==> src/rtl/execution_pkg.sv <==
`default_nettype none
// ============================================================================
// Module   : execution_pkg
// Brief    : Shared encodings for the EX-stage multiply/divide unit.
// Revision : 1.0 - initial release
// ============================================================================
package execution_pkg;

    localparam int DEFAULT_WIDTH = 32;

    localparam logic [1:0] OP_MULT  = 2'b00;
    localparam logic [1:0] OP_MULTU = 2'b01;
    localparam logic [1:0] OP_DIV   = 2'b10;
    localparam logic [1:0] OP_DIVU  = 2'b11;

    typedef enum logic [1:0] {
        IDLE  = 2'd0,
        RUN   = 2'd1,
        FIXUP = 2'd2
    } state_e;

endpackage
`default_nettype wire

==> src/rtl/execution_muldiv_unit_if.sv <==
`default_nettype none
// ============================================================================
// Module   : execution_muldiv_unit_if
// Brief    : Request/result bundle between the EX stage and the mul/div unit.
// Revision : 1.0 - initial release
// ============================================================================
interface execution_muldiv_unit_if #(
    parameter int WIDTH = 32
) ();
    logic             start;
    logic [1:0]       op;
    logic [WIDTH-1:0] operand_a;
    logic [WIDTH-1:0] operand_b;
    logic             cancel;
    logic             hi_we;
    logic             lo_we;
    logic             busy;
    logic             done;
    logic [WIDTH-1:0] hi;
    logic [WIDTH-1:0] lo;

    modport master (
        output start, op, operand_a, operand_b, cancel, hi_we, lo_we,
        input  busy, done, hi, lo
    );

    modport slave (
        input  start, op, operand_a, operand_b, cancel, hi_we, lo_we,
        output busy, done, hi, lo
    );
endinterface
`default_nettype wire

==> src/rtl/execution_muldiv_step.sv <==
`default_nettype none
// ============================================================================
// Module   : execution_muldiv_step
// Brief    : One combinational shift-add (multiply) or restoring
//            shift-subtract (divide) iteration on the shared accumulator.
// Revision : 1.0 - initial release
// ============================================================================
module execution_muldiv_step #(
    parameter int WIDTH = 32
) (
    input  wire logic               i_div,
    input  wire logic [2*WIDTH:0]   i_acc,
    input  wire logic [WIDTH-1:0]   i_operand,
    output logic      [2*WIDTH:0]   o_acc
);
    // Multiply: acc = {carry, upper product, multiplier bits still to consume}
    logic [WIDTH-1:0] w_addend;
    logic [WIDTH:0]   w_sum;
    logic [2*WIDTH:0] w_mul_acc;

    assign w_addend  = i_acc[0] ? i_operand : {WIDTH{1'b0}};
    assign w_sum     = i_acc[2*WIDTH:WIDTH] + {1'b0, w_addend};
    assign w_mul_acc = {1'b0, w_sum, i_acc[WIDTH-1:1]};

    // Divide: acc = {partial remainder, dividend bits shifting into quotient}
    logic [WIDTH:0]   w_rem_sh;
    logic [WIDTH+1:0] w_diff;
    logic             w_fits;
    logic [2*WIDTH:0] w_div_acc;

    assign w_rem_sh  = i_acc[2*WIDTH-1:WIDTH-1];
    assign w_diff    = {1'b0, w_rem_sh} - {2'b00, i_operand};
    assign w_fits    = ~w_diff[WIDTH+1];
    assign w_div_acc = {(w_fits ? w_diff[WIDTH:0] : w_rem_sh), i_acc[WIDTH-2:0], w_fits};

    assign o_acc = i_div ? w_div_acc : w_mul_acc;

endmodule
`default_nettype wire

==> src/rtl/execution_muldiv_unit.sv <==
`default_nettype none
// ============================================================================
// Module   : execution_muldiv_unit
// Brief    : Iterative MULT/MULTU/DIV/DIVU unit owning the HI/LO registers.
// Revision : 1.0 - initial release
// ============================================================================
module execution_muldiv_unit
    import execution_pkg::*;
#(
    parameter int WIDTH = DEFAULT_WIDTH
) (
    input  wire logic              clk,
    input  wire logic              reset,
    execution_muldiv_unit_if.slave bus
);
    localparam logic [1:0] c_ST_IDLE  = 2'(IDLE);
    localparam logic [1:0] c_ST_RUN   = 2'(RUN);
    localparam logic [1:0] c_ST_FIXUP = 2'(FIXUP);
    localparam int         c_CNT_W    = $clog2(WIDTH);
    localparam logic [c_CNT_W-1:0] c_CNT_LAST = c_CNT_W'(WIDTH - 1);

    logic [1:0]         r_state;
    logic [c_CNT_W-1:0] r_cnt;
    logic [2*WIDTH:0]   r_acc;
    logic [WIDTH-1:0]   r_opnd;
    logic [WIDTH-1:0]   r_orig_a;
    logic [WIDTH-1:0]   r_hi;
    logic [WIDTH-1:0]   r_lo;
    logic               r_is_div;
    logic               r_neg_q;
    logic               r_neg_r;
    logic               r_div_zero;
    logic               r_done;

    // Operand conditioning for a newly accepted request
    logic             w_signed;
    logic             w_is_div;
    logic             w_sign_a;
    logic             w_sign_b;
    logic [WIDTH-1:0] w_mag_a;
    logic [WIDTH-1:0] w_mag_b;

    assign w_signed = ~bus.op[0];
    assign w_is_div = bus.op[1];
    assign w_sign_a = w_signed & bus.operand_a[WIDTH-1];
    assign w_sign_b = w_signed & bus.operand_b[WIDTH-1];
    assign w_mag_a  = w_sign_a ? (~bus.operand_a + 1'b1) : bus.operand_a;
    assign w_mag_b  = w_sign_b ? (~bus.operand_b + 1'b1) : bus.operand_b;

    logic [2*WIDTH:0] w_acc_next;

    execution_muldiv_step #(
        .WIDTH     (WIDTH)
    ) u_step (
        .i_div     (r_is_div),
        .i_acc     (r_acc),
        .i_operand (r_opnd),
        .o_acc     (w_acc_next)
    );

    // Sign correction of the raw magnitude result
    logic [2*WIDTH-1:0] w_prod;
    logic [WIDTH-1:0]   w_quot;
    logic [WIDTH-1:0]   w_rem;
    logic [WIDTH-1:0]   w_res_hi;
    logic [WIDTH-1:0]   w_res_lo;

    assign w_prod = r_neg_q ? (~r_acc[2*WIDTH-1:0] + 1'b1) : r_acc[2*WIDTH-1:0];
    assign w_quot = r_neg_q ? (~r_acc[WIDTH-1:0] + 1'b1) : r_acc[WIDTH-1:0];
    assign w_rem  = r_neg_r ? (~r_acc[2*WIDTH-1:WIDTH] + 1'b1) : r_acc[2*WIDTH-1:WIDTH];

    always_comb begin
        w_res_hi = w_prod[2*WIDTH-1:WIDTH];
        w_res_lo = w_prod[WIDTH-1:0];
        if (r_is_div && r_div_zero) begin
            w_res_hi = r_orig_a;
            w_res_lo = {WIDTH{1'b1}};
        end else if (r_is_div) begin
            w_res_hi = w_rem;
            w_res_lo = w_quot;
        end
    end

    always_ff @(posedge clk) begin
        if (reset) begin
            r_state    <= c_ST_IDLE;
            r_cnt      <= '0;
            r_acc      <= '0;
            r_opnd     <= '0;
            r_orig_a   <= '0;
            r_hi       <= '0;
            r_lo       <= '0;
            r_is_div   <= 1'b0;
            r_neg_q    <= 1'b0;
            r_neg_r    <= 1'b0;
            r_div_zero <= 1'b0;
            r_done     <= 1'b0;
        end else begin
            r_done <= 1'b0;
            case (r_state)
                c_ST_IDLE: begin
                    if (bus.hi_we) r_hi <= bus.operand_a;
                    if (bus.lo_we) r_lo <= bus.operand_a;
                    if (bus.start && !bus.cancel) begin
                        r_state    <= c_ST_RUN;
                        r_cnt      <= '0;
                        r_is_div   <= w_is_div;
                        r_orig_a   <= bus.operand_a;
                        r_neg_q    <= w_sign_a ^ w_sign_b;
                        r_neg_r    <= w_sign_a;
                        r_div_zero <= (bus.operand_b == '0);
                        // Divide seeds the dividend low; multiply seeds the multiplier low
                        r_opnd     <= w_is_div ? w_mag_b : w_mag_a;
                        r_acc      <= {{(WIDTH+1){1'b0}}, (w_is_div ? w_mag_a : w_mag_b)};
                    end
                end
                c_ST_RUN: begin
                    if (bus.cancel) begin
                        r_state <= c_ST_IDLE;
                    end else begin
                        r_acc <= w_acc_next;
                        if (r_cnt == c_CNT_LAST) begin
                            r_state <= c_ST_FIXUP;
                        end else begin
                            r_cnt <= r_cnt + 1'b1;
                        end
                    end
                end
                c_ST_FIXUP: begin
                    r_state <= c_ST_IDLE;
                    if (!bus.cancel) begin
                        r_hi   <= w_res_hi;
                        r_lo   <= w_res_lo;
                        r_done <= 1'b1;
                    end
                end
                default: r_state <= c_ST_IDLE;
            endcase
        end
    end

    assign bus.busy = (r_state != c_ST_IDLE);
    assign bus.done = r_done;
    assign bus.hi   = r_hi;
    assign bus.lo   = r_lo;

endmodule
`default_nettype wire
==> src/flat_wrapper.sv <==
// flat-port wrapper written by rule: the top's interface ports become plain ports
module execution_muldiv_unit_flat import execution_pkg::*;
#(
    parameter int WIDTH = DEFAULT_WIDTH
)
  (clk, reset, bus_start, bus_op, bus_operand_a, bus_operand_b, bus_cancel, bus_hi_we, bus_lo_we, bus_busy, bus_done, bus_hi, bus_lo);
  execution_muldiv_unit_if #(.WIDTH(WIDTH)) bus_i ();
  input  wire logic clk;
  input  wire logic reset;
  input wire logic [$bits(bus_i.start)-1:0] bus_start;
  input wire logic [$bits(bus_i.op)-1:0] bus_op;
  input wire logic [$bits(bus_i.operand_a)-1:0] bus_operand_a;
  input wire logic [$bits(bus_i.operand_b)-1:0] bus_operand_b;
  input wire logic [$bits(bus_i.cancel)-1:0] bus_cancel;
  input wire logic [$bits(bus_i.hi_we)-1:0] bus_hi_we;
  input wire logic [$bits(bus_i.lo_we)-1:0] bus_lo_we;
  output wire logic [$bits(bus_i.busy)-1:0] bus_busy;
  output wire logic [$bits(bus_i.done)-1:0] bus_done;
  output wire logic [$bits(bus_i.hi)-1:0] bus_hi;
  output wire logic [$bits(bus_i.lo)-1:0] bus_lo;
  assign bus_i.start = bus_start;
  assign bus_i.op = bus_op;
  assign bus_i.operand_a = bus_operand_a;
  assign bus_i.operand_b = bus_operand_b;
  assign bus_i.cancel = bus_cancel;
  assign bus_i.hi_we = bus_hi_we;
  assign bus_i.lo_we = bus_lo_we;
  assign bus_busy = bus_i.busy;
  assign bus_done = bus_i.done;
  assign bus_hi = bus_i.hi;
  assign bus_lo = bus_i.lo;
  execution_muldiv_unit #(.WIDTH(WIDTH)) u_core (.clk(clk), .reset(reset), .bus(bus_i));
endmodule
==> config.mk <==
export PLATFORM = sky130hd
export DESIGN_NAME = execution_muldiv_unit_flat
export DESIGN_NICKNAME = d
export VERILOG_FILES = /design/src/rtl/execution_pkg.sv /design/src/rtl/execution_muldiv_unit_if.sv /design/src/rtl/execution_muldiv_step.sv /design/src/rtl/execution_muldiv_unit.sv /design/src/flat_wrapper.sv
export SDC_FILE = /design/constraint.sdc
export NUM_CORES = 1
export LEC_CHECK = 0
export CORE_UTILIZATION = 60
export DETAILED_ROUTE_END_ITERATION = 6
export GPL_TIMING_DRIVEN = 1
export PLACE_DENSITY_LB_ADDON = 0.12
export REMOVE_ABC_BUFFERS = 1
export SYNTH_ARGS = -nofsm -noshare
export SYNTH_HDL_FRONTEND = slang
export SYNTH_SLANG_ARGS = --single-unit
==> constraint.sdc <==
create_clock -name clk -period 4.4 [get_ports clk]
set_input_delay 0.88 -clock clk [delete_from_list [all_inputs] [get_ports clk]]
set_output_delay 0.88 -clock clk [all_outputs]
set_load 0.05 [all_outputs]
==> flow_summary.json <==
{
  "status": "finished, violations left",
  "violations": "DRC",
  "synth_edf_count": 0,
  "slew_headroom_pct": 32.32,
  "slowest_stage": "o41ai_1",
  "cts_tree": "done",
  "ir_worst_vdd_v": 0.0003545,
  "power_density_nw_per_um2": 319.3,
  "ys.warnings.count": 0,
  "drive_gt1_share_pct": 6.813,
  "syn_area_um2": 16190,
  "vias_per_cell": 6.739,
  "wl_per_cell_um": 22.17,
  "critPathMaxFanout": 10,
  "placement.io_buffers": 137,
  "ys_seq_area_share_pct": 25.34,
  "postCtsSetupBuffers": 0,
  "h-tree-depth": 1,
  "timing.final.crit_period_ns": 3.798,
  "p_leak_nw": 7.237,
  "critical_path.endpoint_type": "register",
  "crit_path_cell_trace": "inv_1 > buf_4 > nor2_1 > ha_1 > nand2_1 > o21ai_0 > o21ai_0 > o21ai_0 > o21ai_0 > o41ai_1 > nand4_1 > a21boi_0 > mux2i_1 > a311oi_1",
  "crit_required_ns": 4.80,
  "syn_to_final_growth_pct": 15.82,
  "slew_violations": 0,
  "grt_overflow_total": 0,
  "r2r_start": "u_core.r_acc[0]",
  "hold_start": "u_core.bus.hi[27]",
  "layout_common_cells": "nand2_1, a21oi_1, nor2_1",
  "crit_top_cell": "o21ai_0",
  "synthCells": 2239,
  "drtAntennaViolNets": 0,
  "antenna_cells": 0,
  "root_buffer": "clkbuf_16",
  "cpPeakStageDelay_ns": 0.49,
  "hold_path_class": "reg -> reg",
  "insertion_delay_ns": 0.54,
  "cts_buffer_depth": 3,
  "vias": 17885,
  "grt_pass1_vias": 16588,
  "antenna_found_initial": 1,
  "die_height_um": 166.3,
  "die_x_um": 166.3,
  "timing.final.crit_share_pct": 86.32,
  "clkTransAtPathRegs_ns": 0.06,
  "place_congestion": 1.010,
  "ys.flop_type": "dfxtp_1",
  "cp-start-kind": "register",
  "critPathArrivalTime_ns": 4.19,
  "finalHoldViolations": 0,
  "tightest_slew_ns": 1.015,
  "placed_area_um2": 17820,
  "grt_max_degree": 79,
  "holdWs_ns": 0.4526,
  "ys_async_sr_fraction_pct": 0,
  "grtUsageTotal_pct": 41.22,
  "drt_iter0_markers": 2132,
  "ys_seq_elements": 205,
  "final_common_cell": "nand2_1",
  "nNetsFinal": 2445,
  "critPathLaunch": "u_core.r_acc[0]",
  "grt_pass1_wl_mm": 90.71,
  "num_rows": 59,
  "wirelength_mm": 58.85,
  "skew_ns": 0.01256,
  "fin_util_pct": 71.37,
  "setup_violations": 0,
  "dr.pass1.iters": 7,
  "die_area_um2": 27650,
  "critPathKind": "reg -> reg",
  "drcViolationCount": 9,
  "synth.distinct_cells": 88,
  "rsz0062_at_grt": "false",
  "total_power_mw": 5.989,
  "core_area_um2": 26280,
  "cts_hold_buf": 0,
  "final_cell_area_um2": 18760,
  "postSynthAreaPerCell_um2": 7.233,
  "cts_buffers": 25,
  "initial_core_util_pct": 61.62,
  "place_hpwl_mm": 42.50,
  "tns_ns": 0,
  "fmax_mhz": 263.3,
  "cap_viol_max_count": 0,
  "cts_resized": 0,
  "cts_sinks": 205,
  "io_pins": 138
}
[final cells by class]
class,count,area [µm²]
Timing Repair Buffer,190,1790
Clock buffer,33,715.7
Inverter,73,274.0
Sequential cell,205,4108
Fill cell,2257,7525
Tap cell,335,419.2
Multi-Input combinational cell,1806,11230
Clock inverter,12,217.7
[sequential cells by signal (all words and copies together), names as in the netlist]
name	flops
u_core.bus.hi	32
u_core.r_orig_a	32
u_core.r_neg_r	1
u_core.r_cnt	5
u_core.bus.lo	32
u_core.bus.done	1
u_core.r_neg_q	1
u_core.r_is_div	1
u_core.r_state	2
u_core.r_div_zero	1
u_core.r_opnd	32
u_core.r_acc	65
[logic make-up after synthesis]
group / synth area share [%]
compound gates: 28.24
xor+xnor: 9.140
fa+ha+maj: 5.656
buf+inv: 5.486
flops: 25.34
mux: 3.608
simple gates: 22.53
[synth_stat cells, types with 17 or more instances]
cell type    n  share of area [%]
nand3_1     31               0.96
a31oi_1     24               0.93
o31ai_1     19               0.88
a21oi_1    258                8.0
a21o_1      32                1.5
a211oi_1    58                2.7
or3_1       18               0.70
ha_1        70                5.4
xnor2_1     99                5.4
o21ai_0    153                4.7
nand2_1    270                6.3
nor4_1      18               0.70
nand2b_1    21               0.81
and3_1      17               0.66
xor2_1      70                3.8
nor3_1      65                2.0
nor2b_1     21               0.81
dfxtp_1    205                 25
mux2i_1     55                3.4
inv_1       72                1.7
o221ai_1    22                1.2
clkbuf_1   133                3.1
o211ai_1    28                1.3
nor2_1     234                5.4
[final timing paths]
check / endpoint / slack, ns / depth (start not counted)
max: u_core.r_acc[60] / 0.60 / 14
min: u_core.bus.hi[27] / 0.45 / 2
max reg2reg: u_core.r_acc[60] / 0.60 / 14
min reg2reg: u_core.bus.hi[27] / 0.45 / 2
[through the flow]
stage               setup slack, ns  instances
finish                       0.6020       2654
global route                 0.3559       2654
CTS                          0.6943       2654
detailed placement           0.4406       2609
global placement             0.5218       2609
floorplan                    -1.975       2084
[critical path, delay by kind of cell, from the launching register on]
family	cells	cell delay (ns)
muxes	1	0.23
adders and majority gates	1	0.35
and+or+nand+nor	3	0.31
buffers and inverters	2	0.47
AOI/OAI and AO/OA	7	1.95
DFF	1	0.35
[where the power goes]
group / leakage [nW] / total (mW) / switching (mW) / internal, mW
registers: 1.68 / 2.07 / 0.109 / 1.96
clock network: 0.463 / 2.37 / 0.875 / 1.49
logic: 5.09 / 1.55 / 0.984 / 0.570
[metal layers]
metal	track usage (%)	wire length (µm)
met4	22.79	3445
met2	67.46	26510
met3	6.482	5862
met1	51.94	23020
met5	0	10
No activity file was read; power rests on OpenSTA's default activity.
